<file path="src/rtl/rot_pkg.sv">
// Shared types and constants for the multi-step rotate unit.
package rot_pkg;

    typedef enum logic [1:0] {
        IDLE = 2'd0,
        RUN  = 2'd1,
        DONE = 2'd2
    } state_t;

    localparam logic DIR_RIGHT = 1'b0;
    localparam logic DIR_LEFT  = 1'b1;

    // Largest rotation the single-step datapath can apply in one clock.
    localparam int STEP_MAX = 3;

endpackage

</file>
<file path="src/rtl/rot_step.sv">
// Purpose: wrap-around rotate of a word by 0..3 positions, right or left.
// Latency: combinational, zero cycles.
// Backpressure: none; the output follows the inputs.
module rot_step
    import rot_pkg::*;
#(
    parameter int WIDTH = 8
) (
    input  logic [WIDTH-1:0] word,
    input  logic [1:0]       shamt,
    input  logic             dir,
    output logic [WIDTH-1:0] rotated
);

    logic [WIDTH-1:0] rot_r;
    logic [WIDTH-1:0] rot_l;

    always_comb begin
        rot_r = word;
        case (shamt)
            2'd1:    rot_r = {word[0],   word[WIDTH-1:1]};
            2'd2:    rot_r = {word[1:0], word[WIDTH-1:2]};
            2'd3:    rot_r = {word[2:0], word[WIDTH-1:3]};
            default: rot_r = word;
        endcase
    end

    always_comb begin
        rot_l = word;
        case (shamt)
            2'd1:    rot_l = {word[WIDTH-2:0], word[WIDTH-1]};
            2'd2:    rot_l = {word[WIDTH-3:0], word[WIDTH-1:WIDTH-2]};
            2'd3:    rot_l = {word[WIDTH-4:0], word[WIDTH-1:WIDTH-3]};
            default: rot_l = word;
        endcase
    end

    assign rotated = (dir == DIR_LEFT) ? rot_l : rot_r;

endmodule

</file>
<file path="src/rtl/rot_seq_unit.sv">
// Purpose: rotate a word by 0..WIDTH-1 positions, applying at most 3 positions per clock.
// Latency: out_valid one cycle after accept, plus ceil(amt/3) cycles when amt != 0.
// Backpressure: result and out_data hold while out_ready is low; no new command is accepted until then.
module rot_seq_unit
    import rot_pkg::*;
#(
    parameter int WIDTH = 8,
    parameter int AMT_W = $clog2(WIDTH)
) (
    input  logic             clk,
    input  logic             reset,
    input  logic             in_valid,
    output logic             in_ready,
    input  logic [WIDTH-1:0] in_data,
    input  logic [AMT_W-1:0] in_amt,
    input  logic             in_dir,
    output logic             out_valid,
    input  logic             out_ready,
    output logic [WIDTH-1:0] out_data
);

    localparam logic [AMT_W-1:0] STEP_MAX_W = AMT_W'(STEP_MAX);

    state_t           state_q;
    state_t           state_d;
    logic [WIDTH-1:0] acc;
    logic [AMT_W-1:0] rem;
    logic             dir;

    logic [1:0]       step;
    logic [AMT_W-1:0] rem_next;
    logic [WIDTH-1:0] acc_rot;
    logic             load;
    logic             advance;

    // Largest step that does not overshoot the remaining amount.
    assign step     = (rem > STEP_MAX_W) ? 2'(STEP_MAX) : rem[1:0];
    assign rem_next = rem - AMT_W'(step);

    rot_step #(
        .WIDTH (WIDTH)
    ) u_rot_step (
        .word    (acc),
        .shamt   (step),
        .dir     (dir),
        .rotated (acc_rot)
    );

    always_comb begin
        state_d = state_q;
        load    = 1'b0;
        advance = 1'b0;
        case (state_q)
            IDLE: begin
                if (in_valid) begin
                    load    = 1'b1;
                    state_d = (in_amt == '0) ? DONE : RUN;
                end
            end
            RUN: begin
                advance = 1'b1;
                if (rem_next == '0) begin
                    state_d = DONE;
                end
            end
            DONE: begin
                if (out_ready) begin
                    state_d = IDLE;
                end
            end
            default: begin
                state_d = IDLE;
            end
        endcase
    end

    always_ff @(posedge clk) begin
        if (reset) begin
            state_q <= IDLE;
            acc     <= '0;
            rem     <= '0;
            dir     <= DIR_RIGHT;
        end else begin
            state_q <= state_d;
            if (load) begin
                acc <= in_data;
                rem <= in_amt;
                dir <= in_dir;
            end else if (advance) begin
                acc <= acc_rot;
                rem <= rem_next;
            end
        end
    end

    // in_ready is masked by reset so nothing is offered while the unit is being cleared.
    assign in_ready  = (state_q == IDLE) && !reset;
    assign out_valid = (state_q == DONE);
    assign out_data  = acc;

endmodule

</file>
<file path="config.mk">
export PLATFORM = sky130hd
export DESIGN_NAME = rot_seq_unit
export DESIGN_NICKNAME = d
export VERILOG_FILES = /design/src/rtl/rot_pkg.sv /design/src/rtl/rot_step.sv /design/src/rtl/rot_seq_unit.sv
export SDC_FILE = /design/constraint.sdc
export NUM_CORES = 1
export LEC_CHECK = 0
export ABC_AREA = 1
export CAP_MARGIN = 20
export CORE_ASPECT_RATIO = 0.8
export CORE_MARGIN = 2
export CORE_UTILIZATION = 48
export CTS_CLUSTER_SIZE = 8
export DETAILED_ROUTE_END_ITERATION = 16
export PLACE_DENSITY = 0.74
export SETUP_SLACK_MARGIN = 0.02
export SYNTH_ARGS = -nofsm -noshare
export SYNTH_HDL_FRONTEND = slang
export SYNTH_SLANG_ARGS = --single-unit
</file>
<file path="constraint.sdc">
create_clock -name clk -period 1.7 [get_ports clk]
set_input_delay 0.34 -clock clk [delete_from_list [all_inputs] [get_ports clk]]
set_output_delay 0.34 -clock clk [all_outputs]
set_load 0.005 [all_outputs]
</file>
Word-level counts from Yosys, hierarchy flattened:

Cells that the tools add are included.

* add/subtract/negate cells: 1
* $lt $le $gt $ge: 1
* equality and inequality tests: 8
* muxes and demuxes: 16
* reductions and logical operators: 9

Operators with widths (count)
* 8-bit case mux with 3 select lines: 2
* 8-bit two-way mux: 3
* 2-bit two-way mux: 5
* 2-bit == test (second input constant): 3
* 3-bit logical NOT: 2
* 3-bit two-way mux: 2
* 2-bit case mux with 3 select lines: 1
* 2-bit by 1-bit == test with 1-bit output (second input constant): 2
* 2-bit inequality test (second input constant): 2
* 4-bit nonzero test: 1
* 3-bit by 2-bit > comparator with 1-bit output (second input constant): 1
* 1-bit two-way mux: 3
* 3-bit AND reduction: 1
* 3-bit by 2-bit subtractor with 3-bit output: 1
* 2-bit logical NOT: 1
* 2-bit by 1-bit inequality test with 1-bit output (second input constant): 1
* 2-bit AND reduction: 1
* 2-bit nonzero test: 1
* 1-bit logical AND: 1
* 1-bit logical NOT: 1

* register bits: 14
* output and inout port bits: 10
* word-level logic and storage cells: 39

Logic depth before layout (Yosys ltp):

Gate-level depths: netlist of the first run.

* word-level depth: 7
* depth in mapped cells: 10
* gate-level depth less buffers: 10

Modules after synthesis:

Synthesis of the first run repeated with hierarchy kept, for this count alone.

* cells, all modules: 255
* area total of the unflattened synthesis: 1356.3 um^2

Modules (own cells, without submodules)
* rot_seq_unit: instances 1, cells an instance 118, area an instance 764.5 um^2, seq. area each 280.3 um^2
* rot_step: instances 1, cells an instance 137, area an instance 591.8 um^2, seq. area each 0.0 um^2

Worst setup path after synthesis of the first run:

Ideal clock, no wire load.

* path type: reg-to-reg
* from: register rem[2]
* to: register rem[2]
* library setup time: 0.115 ns
* arrival: 1.258 ns
* path slack: 0.327 ns
* stages on the path, launching flop included: 9
* path buffers: 0
* period minus slack after synthesis: 1.373 ns
* cells stage by stage: dfxtp_1 -> inv_1 -> nor2_1 -> inv_1 -> ha_1 -> xor2_1 -> o21ai_0 -> o21ai_0 -> inv_1

* longest elaborated chain between the ends: 5

Ends and longest elaborated chain
* from (decl): RTL line rot_seq_unit.sv:27 `logic [AMT_W-1:0] rem;`
* from (signal assigned): RTL line rot_seq_unit.sv:87 `rem <= in_amt;`
* from (signal assigned): RTL line rot_seq_unit.sv:91 `rem <= rem_next;`
* 3-bit by 2-bit > comparator with 1-bit output: RTL line rot_seq_unit.sv:37 `assign step = (rem > STEP_MAX_W) ? 2'(STEP_MAX) : rem[1:0];`
* 2-bit two-way mux: RTL line rot_seq_unit.sv:37
* 3-bit by 2-bit subtractor with 3-bit output (*): RTL line rot_seq_unit.sv:38 `assign rem_next = rem - AMT_W'(step);`
* 3-bit two-way mux (*): RTL line rot_seq_unit.sv:89 `end else if (advance) begin`
* 3-bit two-way mux (*): RTL line rot_seq_unit.sv:85 `if (load) begin`

Mark *: on every way between the ends. The rest lies on a longest branch, timed or not. The select of a mux whose other input is x is not followed.
A chain may end at the register's enable or synchronous reset.

Final worst setup path of the first run:

* from: register acc[0] (netlist: out_data[0])
* to: output out_data[0]

RTL lines
* from (decl): RTL line rot_seq_unit.sv:26 `logic [WIDTH-1:0] acc;`
* from (signal assigned): RTL line rot_seq_unit.sv:86 `acc <= in_data;`
* from (signal assigned): RTL line rot_seq_unit.sv:90 `acc <= acc_rot;`
* to (decl): RTL line rot_seq_unit.sv:19 `output logic [WIDTH-1:0] out_data`

No word-level cell between the ends.

==> impl_metrics.yaml, run 1 <==
outcome:
  status: "complete, but fails checks"
  violations: "design-rule violations"
clock_network:
  root_buffer: "clkbuf_4"
  clock_path_buffers: 2
  cts_max_level: 1
  worst_skew_pair.late_latency_ns: 0.29
  cts_buffers: 3
  clkTransAtPathRegs_ns: 0.09
  cts_sinks: 14
  tritoncts: "built"
routing:
  drtIter0Drc: 76
  viasPerCell: 5.040
  routed_wl_mm: 2.977
  drc: 1
  via_count: 1270
  routedWlPerCell_um: 11.81
  drtPass1Iterations: 13
  ant_nets: 0
floorplan:
  initial_core_util: 0.5175
  die-width_um: 58.63
  die_h_um: 47.71
  die-area_sq_um: 2797
  rows: 15
  fp.coreArea_sq_um: 2215
  ioPinCount: 26
timing:
  tightest_slew_ns: 0.3146
  rsz0062_at_grt: "false"
  period_share: 0.9431
  finalMaxSlewViolations: 0
  hold_viol_final: 0
  slew_headroom: 0.7900
  setup_viol: 0
  fin_worst_skew_ns: 0.01092
  max_freq_ghz: 0.6237
  period_needed_ns: 1.603
min_path:
  min_path_type: "reg2reg"
cells_and_area:
  final_cells: 252
  post-route-cell-area_sq_um: 1494
  antennaDiodeCount: 0
  nNetsFinal: 245
  final.fill_count: 210
  syn_to_final_growth_pct: 30.35
  drive_gt1_frac: 0.09692
logic_synthesis:
  avgSynthCellArea_sq_um: 5.847
  netlist_area_sq_um: 1146
  ys_seq_area_frac: 0.2445
  synthCells: 196
  ys_types: 22
  yosysTopAreaCell: "dfxtp_1"
  synth_warnings: 0
  synth_nets: 213
  synth_top_cells_by_area: "dfxtp_1, nand2_1, nand3_1, inv_1, nor2_1"
  synth_top_area_frac: 0.2445
  ys_ff_latch: 14
setup_path:
  crit_chain: "clkdlybuf4s50_1"
  critPathArrivalTime_ns: 1.26
  cp_max_fo: 5
  cp-end-kind: "output port"
  required_ns: 1.36
  critPathBufInv: 1
  worstSetupPathType: "reg2out"
  critPathTopFamily: "buffers and inverters"
  startpoint_type: "flip-flop"
  critPathSlowestCell: "clkdlybuf4s50_1"
  slowest_delay_ns: 0.54
power_and_ir_drop:
  p_leak_uw: 0.0008292
  powerDensity_nw_per_um2: 1756
  vdd_drop_max_uv: 1025
placed_design:
  dp_cells: 248
  placed_area_sq_um: 1451
  dp_hpwl_mm: 2.287
  port_buffers: 25
  gp_congestion: 0.9504
grt:
  grt_usage: 0.2309
  grt_max_degree: 19
  grt_pass1_vias: 1005
  overflow: 0
  antenna_found_initial: 0
  grt_pass1_wl_mm: 4.816
job:
  drv_cap: 0
-- power by group --
part | internal, uW | switching [uW]
clock network | 131 | 118
registers | 478 | 197
logic | 734 | 968
-- synth_stat cells, drive strengths merged --
library cell	n
clkbuf	1
buf	1
nor2	21
ha	1
a31oi	2
o21ai	12
nor3	1
dfxtp	14
nand3	32
inv	38
nand2	59
nand3b	1
xor2	1
a21oi	11
o22ai	1
-- per-stage QoR --
| step | setup slack (ns) | total power (uW) | utilization | TNS [ns] | hold slack (ns) |
|---|---|---|---|---|---|
| after floorplan | 0.3268 | 1797 | - | 0 | 0.4091 |
| after global routing | 0.04109 | 2863 | 0.6746 | 0 | 0.6331 |
| final | 0.09666 | 2624 | 0.6746 | 0 | 0.5863 |
| after CTS | 0.02439 | 2598 | 0.6718 | 0 | 0.6084 |
| after detailed placement | -0.01452 | 2350 | 0.6554 | -0.01452 | 0.6160 |
| after global placement | 0.004843 | 2328 | 0.6554 | 0 | 0.6125 |
-- cell usage in the layout, fill, tap and decap left out, drive strengths merged --
cell type,n
a31oi,2
dlygate4sd2,1
ha,1
a21oi,11
clkbuf,4
inv,38
buf,4
xor2,1
nand2,59
nand3,32
dfxtp,14
o22ai,1
dlymetal6s2s,1
nor3,1
clkdlybuf4s50,23
nand3b,1
o21ai,12
nor2,21
-- layout make-up --
cell class,instances,area (sq um),share of cell area
Tap cell,25,31.28,0.02094
Sequential cell,14,285.3,0.1910
Timing Repair Buffer,29,294.0,0.1968
Inverter,38,142.6,0.09548
Multi-Input combinational cell,142,704.4,0.4715
Clock buffer,4,36.28,0.02429
-- layer usage --
| metal | global-route usage | routed length [um] | share of wire | vias up |
|---|---|---|---|---|
| met2 | 0.3258 | 1218 | 0.41 | 48 |
| met1 | 0.3532 | 1544 | 0.52 | 542 |
| met5 | 0 | 0 | 0 | - |
| met3 | 0.05676 | 206 | 0.069 | 2 |
| met4 | 0.04545 | 8 | 0.0027 | 0 |
| li1 | - | - | - | 678 |
-- flip-flops by register name, summed over array words and instances (netlist names) --
signal and count:
out_data 8, dir 1, rem 3, state_q 2
-- worst paths after layout --
kind / start / end / slack [ns] / depth (start not counted)
max: out_data[0]$_SDFFE_PP0P_ / out_data[0] / 0.1 / 1
min: state_q[1]$_SDFFE_PP0P_ / rem[1]$_SDFFE_PP0P_ / 0.59 / 3
max reg2reg: rem[2]$_SDFFE_PP0P_ / state_q[0]$_SDFFE_PP0P_ / 0.24 / 9
min reg2reg: state_q[1]$_SDFFE_PP0P_ / rem[1]$_SDFFE_PP0P_ / 0.59 / 3
-- logic make-up (layout without fill, tap and decap cells) --
group | Yosys count | count (layout) | synth area share
AND/OR/NAND/NOR | 114 | 114 | 0.4792
AO/OA/AOI/OAI | 26 | 26 | 0.1168
buffers and inverters | 40 | 71 | 0.1408
flip-flops | 14 | 14 | 0.2445
XOR/XNOR | 1 | 1 | 0.007643
adder cells (fa/ha/maj) | 1 | 1 | 0.01092
-- repair_timing --
| action | in CTS | in global routing |
|---|---|---|
| resized for setup | 2 | 3 |
| hold buffers | 0 | 0 |
| endpoints found under the setup margin | 2 | 2 |
| setup buffers | 0 | 0 |
Power figures use the tool's default switching activity.
==> inputs of run 2 (changes only) <==
CORE_UTILIZATION = 45   (was 48)
PLACE_DENSITY = 0.73   (was 0.74)
clock period = 1.45 ns   (was 1.7 ns; I/O delays follow)
==> impl_metrics.yaml, run 2 (same netlist as run 1, synthesis figures left out) <==
cells_and_area:
  layout_commonest_cell: "nand2_1"
  nNetsFinal: 261
  drive_gt1_frac: 0.2025
  final.fill_count: 225
  layout_common_cells: "nand2_1, inv_1, nand3_1"
  multi_input_area_sq_um: 725.7
  antennaDiodeCount: 0
  final_util: 0.6870
  syn_to_final_growth_pct: 46.40
  final_cells: 278
  largest_reg_flops: 8
  regArea_sq_um: 314.1
floorplan:
  die_h_um: 49.14
  die-width_um: 60.43
  fp.coreArea_sq_um: 2442
  initial_core_util: 0.4693
  die-area_sq_um: 2969
  ioPinCount: 26
  rows: 16
setup_path:
  slowest_delay_ns: 0.49
  rr_startpoint: "state_q[1]$_SDFFE_PP0P_"
  critPathArrivalTime_ns: 1.11
  r2r_end: "out_data[0]$_SDFFE_PP0P_"
  critPathTopFamily: "buffers and inverters"
  required_ns: 1.16
  cp-end-kind: "output port"
  r2r_setup_slack_ns: 0.12
  cp_max_fo: 2
  worstSetupPathType: "reg2out"
  critPathBufInv: 1
  reg2reg_depth: 8
  startpoint_type: "flip-flop"
  crit_chain: "clkdlybuf4s50_1"
  critPathSlowestCell: "clkdlybuf4s50_1"
placed_design:
  place_ws_ns: -0.1754
  gp_congestion: 0.8896
  dp_hpwl_mm: 2.301
  port_buffers: 25
  dp_cells: 266
timing:
  period_share: 0.9624
  fin_worst_skew_ns: 0.006757
  slew_headroom: 0.8596
  fin_setup_tns_ns: 0
  hold_viol_final: 0
  rsz0062_at_grt: "true"
  finalMaxSlewViolations: 0
  max_freq_ghz: 0.7166
  setup_viol: 0
  period_needed_ns: 1.395
  worst_slack_ns: 0.05459
  hold_ws_ns: 0.5446
  tightest_slew_ns: 0.2090
routing:
  viasPerCell: 4.766
  via_count: 1325
  drtPass1Iterations: 4
  drtIter0Drc: 77
  drc: 0
  routedWlPerCell_um: 10.64
  routed_wl_mm: 2.958
  ant_nets: 0
power_and_ir_drop:
  vdd_drop_max_uv: 1063
  p_leak_uw: 0.0009682
  power_frac_clock: 0.068
  seq_power_share: 0.220
  powerDensity_nw_per_um2: 2027
  swShare: 0.4688
  comb_power_share: 0.712
  switchingPower_uw: 1594
  internal_power_uw: 1806
min_path:
  hold_depth: 2
  whs_endpoint: "rem[1]$_SDFFE_PP0P_"
  min-delay-start: "rem[1]$_SDFFE_PP0P_"
  min_path_type: "reg2reg"
grt:
  overflow: 0
  grt_pass1_vias: 1263
  grt_pass1_wl_mm: 5.437
  antenna_found_initial: 0
  grt_usage: 0.2402
  grt_max_degree: 11
outcome:
  status: "complete, no violations"
clock_network:
  cts_hold_buf: 0
  worst_skew_pair.late_latency_ns: 0.29
  clock_path_buffers: 2
  cts_buffers: 3
  cts_max_level: 1
  tritoncts: "built"
  root_buffer: "clkbuf_4"
  clkTransAtPathRegs_ns: 0.09
  cts_sinks: 14
job:
  drv_cap: 0
## run 2: cell count changes in the layout (fill, tap and decap cells not counted), sizes merged
cell	change
buf	+16
clkdlybuf4s50	-5
dlymetal6s2s	+4
clkbuf	-1
clkdlybuf4s15	+1
## run 2: timing repair
item,4_1_cts,5_1_grt
setup buffers,9,0
endpoints found under the setup margin,11,12
gates resized for setup,17,18
pin swaps,0,2
## run 2: cell type report
type | instances | share of cell area
Clock buffer | 3 | 0.01342
Inverter | 38 | 0.08501
Multi-Input combinational cell | 142 | 0.4325
Sequential cell | 14 | 0.1872
Tap cell | 36 | 0.02685
Timing Repair Buffer | 45 | 0.2550
## run 2: routing by layer
metal / wire, um / vias up / global-route usage
met2: 1271 / 55 / 0.3641
met1: 1445 / 555 / 0.3431
li1: - / 709 / -
met4: 34 / 0 / 0.05797
met3: 206 / 6 / 0.05570
met5: 0 / - / 0
## run 2: worst max-delay path by stage
stage / cells after the start / slack (ns) / from / end
2_1_floorplan: 8 / 0.08 / rem[2]$_SDFFE_PP0P_ / rem[2]$_SDFFE_PP0P_
3_3_place_gp: 3 / -0.15 / reset / in_ready
3_5_place_dp: 3 / -0.18 / reset / in_ready
4_1_cts: 4 / 0.02 / state_q[1]$_SDFFE_PP0P_ / in_ready
5_1_grt: 9 / 0.0008 / rem[2]$_SDFFE_PP0P_ / state_q[0]$_SDFFE_PP0P_
6_report: 1 / 0.05 / out_data[6]$_SDFFE_PP0P_ / out_data[6]
## run 2: per-stage QoR
stage          instance area [sq um]  total power, uW
2_1_floorplan                   1146             2107
3_3_place_gp                    1518             2833
3_5_place_dp                    1518             2865
4_1_cts                         1630             3285
5_1_grt                         1678             3764
6_report                        1678             3401
## run 2: power groups by stage
stage                     Clock (uW)  Sequential [uW]  Combinational [uW]
after CTS                        232              721                2330
after detailed placement           0              782                2080
final                            230              749                2420
after global placement             0              779                2050
after floorplan                    0              747                1360
after global routing             249              776                2740
